**config.mk**
```make
export PLATFORM = sky130hd
export DESIGN_NAME = gpio_input_conditioner
export DESIGN_NICKNAME = d
export VERILOG_FILES = /design/src/rtl/gpio_input_conditioner.sv
export SDC_FILE = /design/constraint.sdc
export NUM_CORES = 1
export LEC_CHECK = 0
export CAP_MARGIN = 15
export CORE_ASPECT_RATIO = 0.8
export CORE_MARGIN = 2
export CORE_UTILIZATION = 57
export CTS_CLUSTER_DIAMETER = 200
export DETAILED_ROUTE_END_ITERATION = 8
export DONT_BUFFER_PORTS = 1
export PLACE_DENSITY = 0.72
export SYNTH_ARGS = -nofsm -noshare
export SYNTH_HDL_FRONTEND = slang
export SYNTH_SLANG_ARGS = --single-unit
export TNS_END_PERCENT = 50
```
**constraint.sdc**
```tcl
create_clock -name clock -period 1.89 [get_ports clock]
set_clock_uncertainty 0.2 [all_clocks]
set_input_delay 0.2835 -clock clock [delete_from_list [all_inputs] [get_ports clock]]
set_output_delay 0.2835 -clock clock [all_outputs]
set_load 0.01 [all_outputs]
```
**src/rtl/gpio_input_conditioner.sv**
```systemverilog
// rtl/gpio_input_conditioner.sv - per-channel GPIO synchroniser, debouncer, edge detect and sticky irq flags
module gpio_input_conditioner #(
  parameter int GPIO_WIDTH      = 8,
  parameter int SYNC_STAGES     = 2,
  parameter int DEBOUNCE_CYCLES = 120000
) (
  input  logic                  clock,
  input  logic                  reset,
  input  logic [GPIO_WIDTH-1:0] gpio_input,
  input  logic [GPIO_WIDTH-1:0] rise_enable,
  input  logic [GPIO_WIDTH-1:0] fall_enable,
  input  logic [GPIO_WIDTH-1:0] pending_clear,
  output logic [GPIO_WIDTH-1:0] gpio_stable,
  output logic [GPIO_WIDTH-1:0] rise_pulse,
  output logic [GPIO_WIDTH-1:0] fall_pulse,
  output logic [GPIO_WIDTH-1:0] irq_pending,
  output logic                  irq
);

  localparam int CW = $clog2(DEBOUNCE_CYCLES + 1);
  localparam logic [CW-1:0] LAST = CW'(DEBOUNCE_CYCLES - 1);

  logic [GPIO_WIDTH-1:0] sync_q [SYNC_STAGES];
  logic [CW-1:0]         count  [GPIO_WIDTH];
  logic [GPIO_WIDTH-1:0] sync;

  assign sync = sync_q[SYNC_STAGES-1];

  always_ff @(posedge clock or negedge reset) begin
    if (!reset) begin
      for (int s = 0; s < SYNC_STAGES; s++) sync_q[s] <= '0;
    end else begin
      sync_q[0] <= gpio_input;
      for (int s = 1; s < SYNC_STAGES; s++) sync_q[s] <= sync_q[s-1];
    end
  end

  // Any sample agreeing with the accepted level restarts the count; the
  // pulses are produced on the same edge that updates gpio_stable.
  always_ff @(posedge clock or negedge reset) begin
    if (!reset) begin
      for (int i = 0; i < GPIO_WIDTH; i++) count[i] <= '0;
      gpio_stable <= '0;
      rise_pulse  <= '0;
      fall_pulse  <= '0;
    end else begin
      for (int i = 0; i < GPIO_WIDTH; i++) begin
        rise_pulse[i] <= 1'b0;
        fall_pulse[i] <= 1'b0;
        if (sync[i] == gpio_stable[i]) begin
          count[i] <= '0;
        end else if (count[i] == LAST) begin
          count[i]       <= '0;
          gpio_stable[i] <= sync[i];
          rise_pulse[i]  <= sync[i];
          fall_pulse[i]  <= ~sync[i];
        end else begin
          count[i] <= count[i] + CW'(1);
        end
      end
    end
  end

  // Set has priority over a same-cycle clear.
  always_ff @(posedge clock or negedge reset) begin
    if (!reset) begin
      irq_pending <= '0;
    end else begin
      irq_pending <= (irq_pending & ~pending_clear)
                   | (rise_pulse & rise_enable)
                   | (fall_pulse & fall_enable);
    end
  end

  assign irq = |irq_pending;

endmodule

```
==> results.cfg, run 1 <==
[floorplanning]
die_area_sq_mm = 0.0158
die_x_um = 140
row_count = 39
die_height_um = 113
fp.coreArea_sq_mm = 0.0144
io_pins = 67
start_util_pct = 58.7

[clock_network]
clockBufferDepth = 2
clk_pin_slew_ps = 60
clk_latency_ps = 430
cts_buffers = 17
htreeDepth = 4
holdBufCountCts = 24
tritoncts = built
clkSinkCount = 184
cts-root-buf = clkbuf_16

[cells_and_area]
diodes = 0
final_cell_mix = dfrtp_1 (181), nor2_1 (128), xnor2_1 (85), buf_4 (71), nand3_1 (49)
layout_commonest_cell = dfrtp_1
drive_gt1_share_pct = 19.7
regArea_sq_mm = 0.00461
nets = 948
final_cells = 1103
syn_to_final_growth_pct = 22.4
n_fill_cell = 984
multiInputGateArea_sq_mm = 0.00391

[routing]
vias_per_cell = 5.70
drt_iter0_drc = 383
wl_per_cell_um = 16.2
wl_mm = 17.8
drc = 2
via_count = 6291
firstDrtPassIters = 8
antenna_left = 0

[worst_setup_path]
crit-reg2reg-capture = gpio_stable[5]
path_cells = nor4b_2 -> nand3_1 -> or3_4 -> mux2_4
cp-start-kind = flop
r2r-start = count[45]
crit_required_ps = 2000
crit_path_max_incr_delay_ps = 450
cp.arrival_ps = 2050
r2r_cells = 4
cp_slowest_cell = or3_4
path_class = flop to flop
worstSetupEndpointType = flop
path_max_fanout = 4
reg2reg_slack_ps = -50
crit_start = count[45]

[synth]
synthXorXnorAreaFrac_pct = 12.9
synthSimpleGateAreaFrac_pct = 24.8
ys_types = 49
ys_seq_elements = 184
synth-async-reset-ratio_pct = 100
synth_area_leader_cell = dfrtp_1
synthAdderAreaFrac_pct = 1.18
syn_inst = 799
syn_nets = 841
synth_top_family_by_area = simple AND/OR/NAND/NOR gates
avgSynthCellArea_sq_um = 10.6
synth-edff-count = 0
ys_seq_area_share_pct = 54.5
synth-compound-area-share_pct = 3.10
post_synth_instance_area_sq_mm = 0.00845
post_synth_main_area_contributors = dfrtp_1 (55%), xnor2_1 (8.8%), nor2_1 (6.2%)
yosysTopAreaCellShare_pct = 54.5
yosysWarnings = 0
synth_mux_area_share_pct = 1.16
synthFlopType = dfrtp_1

[place]
dp_cells = 1036
dp_hpwl_mm = 11.5
gp_congestion = 0.868
place.port_buffers = 0

[pwr]
p_total_w = 0.00794
ir_worst_vdd_uv = 592
power_leakage_nw = 4.21
power_density_mw_per_mm2 = 768

[global_route]
grt.total_usage_pct = 23.1
grt_max_degree = 185
gr-total-overflow = 0
antenna_found_initial = 0
grt_pass1_wl_mm = 29.2
grt_pass1_vias = 6179

[timing]
fmax_ghz = 0.515
finalHoldWorstSlack_ps = -649
relSlewSlack_pct = 65.5
fin_crit_sh_pct = 103
rsz0062_at_grt = true
finalSetupViolCount = 19
worst_slack_ps = -52.5
tns_ps = -273
min_period_ps = 1940
final_hold_viol_count = 184
finalMaxSlewViolations = 0
worst_pin_slew_ps = 513

[flow_run]
cap_violations = 0

[status]
status = finished with violations
violations = design-rule violations, negative hold slack, negative setup slack

[min_path]
hp-class = input pin to async pin
[repair_timing]
item	in CTS	in global routing
gates resized for setup	6	52
setup endpoints to repair	12	121
pin swaps	1	23
setup buffers	1	7
endpoints found under the hold margin	200	184
gates cloned	0	3
[Yosys cell counts, types with 4 or more instances]
cell,n
dfrtp_1,184
nor2_1,140
xnor2_1,85
nand3_1,51
nand4_1,47
nor4_1,42
xor2_1,39
nand2_1,31
inv_1,27
nor3_1,23
nor3b_1,18
buf_2,10
o21ai_0,9
a22oi_1,8
and3_1,8
ha_1,8
mux2_2,6
and4_1,5
a21oi_1,4
a31o_2,4
[cells by family after synthesis]
logic type | Yosys count
adder cells (fa/ha/maj) | 8
XOR/XNOR | 124
flip-flops | 184
AND/OR/NAND/NOR | 399
buffers and inverters | 44
AO/OA/AOI/OAI | 32
multiplexers | 8
[where the power goes]
part	switching (W)	internal, W	leakage (nW)
clock	0.00145	0.00216	0.287
combinational	0.000135	0.000145	1.41
sequential	0.0000623	0.00400	2.51
total	0.00165	0.00630	4.21
[flip-flops by register name (all words and copies together) (netlist names)]
| register | flops |
|---|---|
| gpio_stable | 8 |
| fall_pulse | 8 |
| sync_q | 8 |
| count | 136 |
| rise_pulse | 8 |
| irq_pending | 8 |
| sync | 8 |
[layer usage]
layer / GRT usage (%) / part of all wire (%)
met1: 29.8 / 44
met2: 38.4 / 50
met3: 5.92 / 4.0
met4: 8.08 / 2.2
met5: 0 / 0
[metrics by stage]
step           setup WS, ps  utilization [%]  instance area [sq um]
4_1_cts               -33.4             69.7                  10000
6_report              -52.5             71.8                  10300
3_5_place_dp          -95.5             63.6                   9150
2_1_floorplan         -71.1                -                   8500
5_1_grt                -105             71.8                  10300
3_3_place_gp          -58.5             63.6                   9150
[area by class of cell]
| cell class | instances | area share, % |
|---|---|---|
| Multi-Input combinational cell | 571 | 37.8 |
| Tap cell | 184 | 2.23 |
| Timing Repair Buffer | 105 | 8.59 |
| Clock inverter | 10 | 1.39 |
| Sequential cell | 184 | 44.6 |
| Clock buffer | 22 | 4.49 |
| Inverter | 27 | 0.980 |
[worst max-delay path by stage]
| stage | to | slack (ps) | cells after the start |
|---|---|---|---|
| final | gpio_stable[5] | -50 | 4 |
| after global routing | count[80] | -100 | 7 |
| after floorplan | gpio_stable[5] | -70 | 5 |
| after CTS | gpio_stable[5] | -30 | 5 |
| after detailed placement | gpio_stable[5] | -100 | 4 |
| after global placement | gpio_stable[5] | -60 | 4 |
[worst max-delay path, delay by kind of cell, from the launching register on]
kind             cells  cell delay [ps]
AND/OR/NAND/NOR      3              920
multiplexers         1              300
flip-flops           1              400
No activity file was read; power rests on OpenSTA's default activity.
==> run 2, diff against run 1 <==
Settings changed: CORE_UTILIZATION 57 to 60, PLACE_DENSITY 0.72 to 0.73, RECOVER_POWER set to 100.
Clock period 1.89 ns to 2.1 ns, I/O delays scaled along.
==> run 2 against run 1 <==
Against the previous run:
- the run ends with negative hold slack left
- hold slack gained 29 ps
- sequential cell count unchanged
- cell area down 6.9%
- die area down 4.8%
- clock power shrank 8.3%
- cell count decreased by 5.1%
- count of clock-buffer cells in the layout decreased by 2
- largest cell class unchanged
- highest routed layer unchanged
==> results.cfg, run 2 (synthesized netlist as in run 1, its figures left out) <==
[global_route]
grt_pass1_wl_mm = 27.6
gr-total-overflow = 0
grt_pass1_vias = 5913
grt.total_usage_pct = 23.8
antenna_found_initial = 0
grt_max_degree = 185

[cells_and_area]
fin_util_pct = 70.5
layout_commonest_cell = dfrtp_1
largest_reg_flops = 136
syn_to_final_growth_pct = 13.9
final_cell_mix = dfrtp_1 (183), nor2_1 (140), xnor2_1 (85), nand3_1 (52), nand4_1 (48)
diodes = 0
nets = 896
drive_gt1_share_pct = 10.3
largest_register = count

[worst_setup_path]
path_max_fanout = 5
worstSetupEndpointType = flop
path_class = flop to flop
r2r_cells = 5
cp_slowest_cell = dfrtp_1
crit_path_max_incr_delay_ps = 440
cp.arrival_ps = 2160
path_cells = ha_2 -> and4_1 -> nand2_1 -> or3_4 -> mux2_2
crit_required_ps = 2220
cp-start-kind = flop

[floorplanning]
start_util_pct = 61.9
die_x_um = 137
die_area_sq_mm = 0.0151
die_height_um = 110
row_count = 38
fp.coreArea_sq_mm = 0.0136
io_pins = 67

[pwr]
ir_worst_vdd_uv = 607
power_density_mw_per_mm2 = 741
power_leakage_nw = 3.91

[place]
dp_hpwl_mm = 11.1
place.port_buffers = 0
gp_congestion = 0.854

[clock_network]
tritoncts = built
cts-root-buf = clkbuf_16
htreeDepth = 4
clkSinkCount = 184
holdBufCountCts = 24
cts_buffers = 17
clk_pin_slew_ps = 60
clk_latency_ps = 430
clockBufferDepth = 2

[routing]
drt_iter0_drc = 378
vias_per_cell = 5.76
antenna_left = 0
wl_per_cell_um = 15.8
via_count = 6026
firstDrtPassIters = 5
wl_mm = 16.6
drc = 0

[timing]
worst_pin_slew_ps = 399
min_period_ps = 2040
rsz0062_at_grt = true
finalSetupViolCount = 0
finalHoldWorstSlack_ps = -620
final_hold_viol_count = 184
fmax_ghz = 0.491
relSlewSlack_pct = 73.2
fin_crit_sh_pct = 97.0
finalMaxSlewViolations = 0

[flow_run]
cap_violations = 0

[status]
status = finished with violations
violations = negative hold slack

[min_path]
hp-class = input pin to async pin
==> run 2: changes by cell type in the layout (fill, tap and decap cells not counted), moves of 8 or more <==
cell    delta
nor2_1    +12
nor4_2    -10
buf_6      -8
buf_4     -46
nor4_1    +10
nor2_2     -9
==> run 2: area by class of cell <==
cell class / count / area [sq um]
inverter: 27 / 101
tap: 180 / 225
fill: 964 / 4020
sequential: 184 / 4610
timing repair buffer: 53 / 445
clock inverter: 12 / 165
clock buffer: 20 / 457
multi-input combinational: 571 / 3620
==> run 2: final timing paths <==
path / from / endpoint / slack [ps]
worst min-delay path: reset / count[92] / -620
max in group asynchronous: reset / rise_pulse[1] / 2020
min in group clock: sync_q[14] / sync[6] / 150
worst max-delay path: count[68] / gpio_stable[3] / 60
worst min register to register: sync_q[14] / sync[6] / 150
worst max register to register: count[68] / gpio_stable[3] / 60
==> run 2: what timing repair did <==
action	CTS	global route
setup buffers	0	2
setup endpoints to repair	0	36
gates resized for setup	0	5
hold endpoints to repair	200	184
==> run 2: metal layers <==
layer  share of wire [%]  vias up  track usage [%]
met1                  45     2998             30.9
li1                    -     2905                -
met4                 2.4        0             10.6
met5                   0        -                0
met2                  49      100             39.1
met3                 3.3       23             5.03
==> run 2: power breakdown <==
part	total [W]	switching [W]	leakage, nW	internal [W]
registers	0.00366	0.0000595	2.51	0.00360
clock network	0.00330	0.00135	0.293	0.00195
logic	0.000178	0.0000935	1.10	0.0000849
total	0.00714	0.00150	3.91	0.00563
==> run 2: stage by stage <==
stage / setup slack, ps / instance area [sq um] / instances / total power, W / TNS, ps
floorplan: 46.6 / 8450 / 799 / 0.00382 / 0
CTS: 33.6 / 9640 / 1045 / 0.00721 / 0
finish: 62.3 / 9620 / 1047 / 0.00714 / 0
detailed placement: 44.8 / 8780 / 989 / 0.00388 / 0
global route: -8.84 / 9620 / 1047 / 0.00738 / -11.3
global placement: 110 / 8780 / 989 / 0.00387 / 0
==> run 2: worst max-delay path, delay by kind of cell (launching register included) <==
family                     cells  cell delay, ps
DFF                            1             440
adders and majority gates      1             240
muxes                          1             280
and+or+nand+nor                3             770
==> run 3, diff against run 2 <==
Settings changed: SETUP_SLACK_MARGIN set to 0.3.
==> run 3 against run 2 <==
Against the previous run:
- the run still ends with negative hold slack left
- sequential power about the same
- combinational power increased by 51%
- critical path depth unchanged
- global-route usage increased by 0.57 points
- hold slack improved by 2.0 ps
- total power decreased by 1.5%
- count of clock-buffer cells in the layout decreased by 3
- register-to-register slack improved by 70 ps
- die area unchanged
- clock power decreased by 6.1%
- critical endpoint is now count[84]
- largest cell class unchanged
==> results.cfg, run 3 (synthesized netlist as in run 1, its figures left out) <==
[routing]
wl_per_cell_um = 17.0
drt_iter0_drc = 377
drc = 0
via_count = 6391
wl_mm = 18.6
firstDrtPassIters = 5
antenna_left = 0
vias_per_cell = 5.84

[floorplanning]
die_x_um = 137
die_area_sq_mm = 0.0151
row_count = 38
start_util_pct = 61.9
io_pins = 67
fp.coreArea_sq_mm = 0.0136
die_height_um = 110

[timing]
fin_crit_sh_pct = 93.8
rsz0062_at_grt = true
finalHoldWorstSlack_ps = -618
finalMaxSlewViolations = 0
final_hold_viol_count = 184
worst_pin_slew_ps = 539
tns_ps = 0
fmax_ghz = 0.508
relSlewSlack_pct = 63.7
finalSetupViolCount = 0
worst_slack_ps = 130
min_period_ps = 1970

[worst_setup_path]
crit-reg2reg-capture = count[84]
crit_end = count[84]
path_cells = ha_4 -> nand4_1 -> nor4_2 -> xnor2_1 -> nor2_1
cp-start-kind = flop
cp_slowest_cell = nor4_2
r2r-start = count[69]
path_max_fanout = 4
path_class = flop to flop
crit_required_ps = 2210
crit_path_max_incr_delay_ps = 560
reg2reg_slack_ps = 130
worstSetupEndpointType = flop
cp.arrival_ps = 2080
crit_start = count[69]
r2r_cells = 5

[cells_and_area]
n_fill_cell = 884
diodes = 0
syn_to_final_growth_pct = 22.3
final_cell_mix = dfrtp_1 (175), nor2_1 (117), xnor2_1 (85), buf_4 (60), nand3_1 (48)
largest_reg_flops = 136
largest_register = count
multiInputGateArea_sq_mm = 0.00398
layout_commonest_cell = dfrtp_1
nets = 943
regArea_sq_mm = 0.00462
drive_gt1_share_pct = 21.0

[clock_network]
clk_latency_ps = 430
cts_buffers = 17
clockBufferDepth = 2
cts-root-buf = clkbuf_16
holdBufCountCts = 25
htreeDepth = 4
clkSinkCount = 184
clk_pin_slew_ps = 60
tritoncts = built

[status]
violations = negative hold slack
status = finished with violations

[global_route]
grt.total_usage_pct = 24.4
grt_pass1_wl_mm = 28.8
antenna_found_initial = 0
grt_pass1_vias = 6270
gr-total-overflow = 0
grt_max_degree = 185

[min_path]
hp-class = input pin to async pin

[place]
place.port_buffers = 0
dp_hpwl_mm = 10.8
dpl_worst_slack_ps = 86.1
gp_congestion = 0.878

[pwr]
ir_worst_vdd_uv = 761
power_leakage_nw = 4.16
power_density_mw_per_mm2 = 680

[flow_run]
cap_violations = 0
run 3: area by class of cell:
cell class	count	area share, %
clock inverters	15	1.48
well taps	180	2.18
multi-input cells	571	38.5
repair buffers	100	8.08
flip-flops and latches	184	44.7
clock buffers	17	4.12
inverters	27	0.981
run 3: layer usage:
metal,track usage (%),up-vias,part of all wire (%)
li1,-,2991,-
met1,31.2,3193,43
met2,40.6,163,50
met3,5.49,44,4.2
met4,9.90,0,2.8
met5,0,-,0
run 3: where the power goes:
| group | internal (W) | total [W] | switching, W |
|---|---|---|---|
| Sequential | 0.00360 | 0.00366 | 0.0000653 |
| Combinational | 0.000140 | 0.000268 | 0.000127 |
| Clock | 0.00175 | 0.00310 | 0.00135 |
run 3: through the flow:
step / instances / util (%) / total power, W / hold WS (ps) / area, sq um
after floorplan: 799 / - / 0.00384 / -181 / 8550
after global placement: 985 / 64.8 / 0.00388 / -176 / 8840
after detailed placement: 985 / 64.8 / 0.00389 / -176 / 8840
after CTS: 1077 / 73.4 / 0.00704 / -640 / 10000
after global routing: 1094 / 75.7 / 0.00729 / -649 / 10300
final: 1094 / 75.7 / 0.00703 / -618 / 10300
run 3: worst min path at each step:
stage | from | end
after floorplan | reset | count[0]
after global placement | reset | count[85]
after detailed placement | reset | count[85]
after CTS | reset | count[59]
after global routing | reset | count[85]
final | reset | count[85]
run 3: repair_timing:
action	in CTS	in global routing
pin swaps	26	50
gates cloned	1	3
endpoints found under the hold margin	200	184
endpoints found under the setup margin	100	148
gates resized for setup	26	113
setup buffers	34	14
run 3: worst max-delay path: cells and delay by family, from the launching register on:
| family | cells | cell delay [ps] |
|---|---|---|
| xor gates and xnor gates | 1 | 180 |
| adders and majority gates | 1 | 170 |
| DFF | 1 | 390 |
| and+or+nand+nor | 3 | 920 |
